## src/rtl/uartrx_param.sv

```systemverilog
// uartrx_param: parametrised UART receiver.
// Sync'd rx, mid-bit sampling, optional parity, 1-2 stop bits.
`timescale 1ns/1ps
module uartrx_param #(
    parameter int CLKS_PER_BIT = 10416,
    parameter int DATA_BITS    = 8,
    parameter int PARITY       = 0,
    parameter int STOP_BITS    = 1
) (
    input  logic                 clk,
    input  logic                 rst,
    input  logic                 en,
    input  logic                 rx,
    output logic [DATA_BITS-1:0] dout,
    output logic                 valid,
    output logic                 parity_err,
    output logic                 frame_err,
    output logic                 busy
);
    localparam int CW = $clog2(CLKS_PER_BIT);
    localparam logic [CW-1:0] LAST = CW'(CLKS_PER_BIT - 1);
    localparam logic [CW-1:0] MID = CW'(CLKS_PER_BIT / 2 - 1);
    localparam logic [3:0] DLAST = 4'(DATA_BITS - 1);
    localparam logic [3:0] SLAST = 4'(STOP_BITS - 1);
    localparam logic ODD = (PARITY == 1);

    typedef enum logic [2:0] {
        IDLE, START, DATA, PAR, STOP, DONE, BRK
    } state_t;

    state_t state, state_n;
    logic rx_m, rx_s, rx_d;
    logic [CW-1:0] cnt;
    logic [3:0] bidx;
    logic [DATA_BITS-1:0] shreg;
    logic perr, ferr, sample;

    // sample strobe: mid-bit during START, end of bit period elsewhere
    always_comb begin
        sample = (state == START) ? (cnt == MID) : (cnt == LAST);
    end

    // two-flop synchroniser plus a delayed copy for falling-edge detection
    always_ff @(posedge clk or posedge rst) begin
        if (rst) begin
            rx_m <= 1'b1;
            rx_s <= 1'b1;
            rx_d <= 1'b1;
        end else begin
            rx_m <= rx;
            rx_s <= rx_m;
            rx_d <= rx_s;
        end
    end

    // state register
    always_ff @(posedge clk or posedge rst) begin
        if (rst) state <= IDLE;
        else     state <= state_n;
    end

    // next-state logic; disable forces IDLE from anywhere
    always_comb begin
        state_n = state;
        unique case (state)
            IDLE:  if (rx_d && !rx_s) state_n = START;
            START: if (sample) state_n = rx_s ? IDLE : DATA;
            DATA:  if (sample && bidx == DLAST)
                       state_n = (PARITY != 0) ? PAR : STOP;
            PAR:   if (sample) state_n = STOP;
            STOP:  if (sample && bidx == SLAST) state_n = DONE;
            DONE:  state_n = rx_s ? IDLE : BRK;
            BRK:   if (rx_s) state_n = IDLE;
            default: state_n = IDLE;
        endcase
        if (!en) state_n = IDLE;
    end

    // bit-period counter and bit index; both restart on any state change
    always_ff @(posedge clk or posedge rst) begin
        if (rst) begin
            cnt  <= '0;
            bidx <= '0;
        end else begin
            if (state_n != state || sample || state == IDLE) cnt <= '0;
            else cnt <= cnt + 1'b1;
            if (state_n != state) bidx <= '0;
            else if (sample) bidx <= bidx + 1'b1;
        end
    end

    // frame datapath: LSB-first shift, parity and stop-bit error accumulation
    always_ff @(posedge clk or posedge rst) begin
        if (rst) begin
            shreg <= '0;
            perr  <= 1'b0;
            ferr  <= 1'b0;
        end else if (state == START) begin
            perr <= 1'b0;
            ferr <= 1'b0;
        end else if (sample) begin
            if (state == DATA) shreg <= {rx_s, shreg[DATA_BITS-1:1]};
            if (state == PAR)  perr <= ((^shreg) ^ rx_s) != ODD;
            if (state == STOP) ferr <= ferr | ~rx_s;
        end
    end

    // publish on the last stop sample so outputs are stable while valid is high
    always_ff @(posedge clk or posedge rst) begin
        if (rst) begin
            dout       <= '0;
            parity_err <= 1'b0;
            frame_err  <= 1'b0;
        end else if (state == STOP && state_n == DONE) begin
            dout       <= shreg;
            parity_err <= (PARITY != 0) && perr;
            frame_err  <= ferr | ~rx_s;
        end
    end

    assign valid = (state == DONE);
    assign busy  = (state != IDLE);

endmodule

```

## config.mk

```make
export PLATFORM = sky130hd
export DESIGN_NAME = uartrx_param
export DESIGN_NICKNAME = d
export VERILOG_FILES = /design/src/rtl/uartrx_param.sv
export SDC_FILE = /design/constraint.sdc
export NUM_CORES = 1
export LEC_CHECK = 0
export ABC_AREA = 1
export CAP_MARGIN = 20
export CELL_PAD_IN_SITES_DETAIL_PLACEMENT = 0
export CELL_PAD_IN_SITES_GLOBAL_PLACEMENT = 1
export CORE_UTILIZATION = 46
export DETAILED_ROUTE_END_ITERATION = 10
export GPL_ROUTABILITY_DRIVEN = 0
export PLACE_DENSITY = 0.83
export SLEW_MARGIN = 10
export SYNTH_ARGS = -nofsm -noshare
export SYNTH_HDL_FRONTEND = slang
export SYNTH_SLANG_ARGS = --single-unit
```

## constraint.sdc

```tcl
create_clock -name clk -period 5.1 [get_ports clk]
set_input_delay 0.51 -clock clk [delete_from_list [all_inputs] [get_ports clk]]
set_output_delay 0.51 -clock clk [all_outputs]
set_load 0.05 [all_outputs]
```

==> results.yml <==
route:
  drc: 0
  firstDrtPassIters: 4
  vias: 1618
  wirelength_mm: 3.89
  drt_iter0_drc: 113
  via_per_inst: 4.70
  wl_per_cell_um: 11.3
  ant_nets: 0
cells_and_area:
  layout_common_cells: "nand2_1 (47), dfrtp_1 (39), inv_1 (33)"
  nNetsFinal: 283
  final_common_cell: "nand2_1"
  final_cells: 344
  n_antenna_cell: 0
  multi_input_area_sq_mm: 0.00102
  ff_latch_area_sq_mm: 0.00105
  drive_gt1_share_pct: 19.1
  fillers: 441
  syn2layout_area_growth_pct: 14.7
worst_setup_path:
  path_delay_family: "buffers and inverters"
  crit_path_top_delay_cell: "clkdlybuf4s50_1"
  r2r_end: "cnt[0]"
  critPathArrivalTime_ps: 1980
  crit_path_frequent_cell: "nor2_1"
  crit_chain: "nor2_1 -> inv_2 -> nor2_1 -> inv_1 -> clkdlybuf4s50_1"
  crit_cells: 5
  critPathMaxFanout: 6
  path_buf_inv: 3
  startpoint_type: "register"
  path_class: "reg -> out"
  r2r_start: "state[2]"
  crit_path_start: "state[1]"
  crit_end: "busy"
  worst-r2r-setup-slack_ps: 2870
  required_ps: 4590
  worstRegToRegCells: 13
  cpPeakStageDelay_ps: 700
  critPathCaptureType: "output pin"
pwr:
  p_comb_share_pct: 5.8
  power_density_mw_per_mm2: 267
  ir_drop_mv: 0.173
  pwr-share-clk_pct: 45.2
  p_int_mw: 0.542
  p_seq_share_pct: 48.9
  switching_share_pct: 21.5
  p_leak_nw: 1.14
  switchingPower_mw: 0.149
global_routing:
  grt_antenna_before_repair: 0
  grt_overflow: 0
  grt_pass1_vias: 1667
  track_usage_pct: 17.6
  grt_pass1_wl_mm: 7.12
  grt_max_degree: 43
clocking:
  path_clk_slew_ps: 90
  insertion_delay_ps: 290
  cts_tree: "done"
  clockBufferDepth: 2
  post_cts_buffers: 0
  post_cts_resize_count: 0
  cts_made_buffers: 5
  clock-root-buffer: "clkbuf_8"
  ctsHoldBuffers: 0
  htreeDepth: 2
  clock-sinks: 42
flow_run:
  maxCapViolations: 0
floorplanning:
  initial_core_util_pct: 47.8
  die_w_um: 72.1
  design.core.area_sq_mm: 0.00472
  die_y_um: 72.1
  dieArea_sq_mm: 0.00519
  pin_count: 16
  rows: 25
sta:
  timing.slew.headroom_pct: 63.9
  fin_skew_ps: 6.50
  fin_crit_ps: 2490
  fin_crit_sh_pct: 48.8
  rsz0062_at_grt: "false"
  timing.hold.ws_ps: 361
  worstMarginPinSlew_ps: 541
  setup_viol: 0
  finalHoldViolations: 0
  drv_slew: 0
  fmax_mhz: 402
  fin_tns_setup_ps: 0
synth:
  syn_avg_cell_area_sq_um: 8.75
  yosysWarnings: 0
  synth_fp_nets: 265
  syn_area_sq_mm: 0.00226
  synthCells: 258
  synth_cell_types: 34
  ys_seq_area_share_pct: 46.7
  ys_ff_latch: 42
placement:
  portBuffers: 14
  dp_cells: 336
  place_hpwl_mm: 2.89
hold_path:
  hp-class: "reg -> reg"
status:
  status: "complete, no violations"
[per-layer routing]
layer | track usage [%] | vias up | share of wire [%]
li1 | - | 851 | -
met1 | 23.8 | 748 | 50
met2 | 27.5 | 15 | 47
met3 | 5.00 | 4 | 2.6
met4 | 5.45 | 0 | 0.98
met5 | 0 | - | 0
[cells by family after synthesis]
logic type                 Yosys count  share of synthesized area [%]
and+or+nand+nor                    135                           33.6
buffers and inverters               43                           8.09
DFF                                 42                           46.7
AOI/OAI and AO/OA                   23                           5.49
xor gates and xnor gates            11                           4.27
adders and majority gates            3                           1.66
other                                1                          0.166
[final cells by class]
| type | instances | share of cell area (%) |
|---|---|---|
| inverter | 39 | 5.65 |
| tap | 67 | 3.24 |
| clock buffer | 5 | 2.66 |
| timing repair buffer | 15 | 5.70 |
| sequential | 42 | 40.7 |
| clock inverter | 3 | 2.66 |
| multi-input combinational | 173 | 39.4 |
[cell usage after synthesis]
library cell | number | area [sq um]
nor2_1 | 24 | 90.1
nand2_1 | 47 | 176
xor2_1 | 7 | 61.3
ha_1 | 3 | 37.5
nor2_2 | 1 | 6.26
nand4_1 | 7 | 43.8
o221ai_1 | 1 | 8.76
dfrtp_1 | 39 | 976
buf_4 | 1 | 7.51
clkbuf_1 | 1 | 3.75
dfstp_2 | 3 | 78.8
or2_2 | 1 | 6.26
nand3_4 | 1 | 17.5
nor3b_1 | 1 | 7.51
o21ai_0 | 10 | 50.1
o21ai_1 | 8 | 40.0
nand3_1 | 12 | 60.1
nand3_2 | 4 | 40.0
xnor2_1 | 4 | 35.0
and3b_2 | 1 | 10.0
o21bai_1 | 1 | 7.51
inv_2 | 6 | 22.5
nor4_1 | 1 | 6.26
nor3_1 | 8 | 40.0
a21oi_1 | 2 | 10.0
nand2_2 | 10 | 62.6
nand4_2 | 1 | 12.5
nand2_4 | 2 | 22.5
conb_1 | 1 | 3.75
nor2_4 | 14 | 158
a211oi_1 | 1 | 7.51
buf_12 | 1 | 20.0
inv_1 | 33 | 124
buf_2 | 1 | 5.00
[state kept, by name, indices dropped and copies added, names as in the netlist]
register   count
bidx           4
cnt           14
dout           8
ferr           1
frame_err      1
rx_d           1
rx_m           1
rx_s           1
shreg          8
state          3
[power groups by stage]
stage / Clock (mW) / Combinational (mW) / Sequential [mW]
finish: 0.313 / 0.0402 / 0.338
global route: 0.335 / 0.0453 / 0.339
CTS: 0.323 / 0.0414 / 0.338
detailed placement: 0 / 0.0413 / 0.345
global placement: 0 / 0.0412 / 0.345
floorplan: 0 / 0.0334 / 0.344
[metrics by stage]
stage	worst slack (ps)	total power [mW]	utilization, %	instance area (sq um)
2_1_floorplan	3020	0.378	-	2260
3_3_place_gp	2900	0.386	51.9	2450
3_5_place_dp	2860	0.386	51.9	2450
4_1_cts	2590	0.703	54.9	2590
5_1_grt	2490	0.719	54.9	2590
6_report	2610	0.691	54.9	2590
[worst register-to-register path, cell delays in order (launching register included)]
cell and delay, ps:
dfrtp_1 450, inv_2 130, nand3_1 160, nor2_1 240
nor2_4 100, nand2_4 100, nand2_1 70, nand3_2 90
nand2_2 60, nand2_1 100, nand2_2 70, nor2_4 100
nand3_4 290, nor2_1 200
[worst min path at each step]
stage,slack [ps],to,startpoint,cells past startpoint
2_1_floorplan,350,rx_s,rx_m,0
3_3_place_gp,350,rx_s,rx_m,0
3_5_place_dp,350,rx_s,rx_m,0
4_1_cts,360,rx_s,rx_m,0
5_1_grt,370,rx_s,rx_m,0
6_report,360,rx_s,rx_m,0
(Power assumes the default switching activity.)
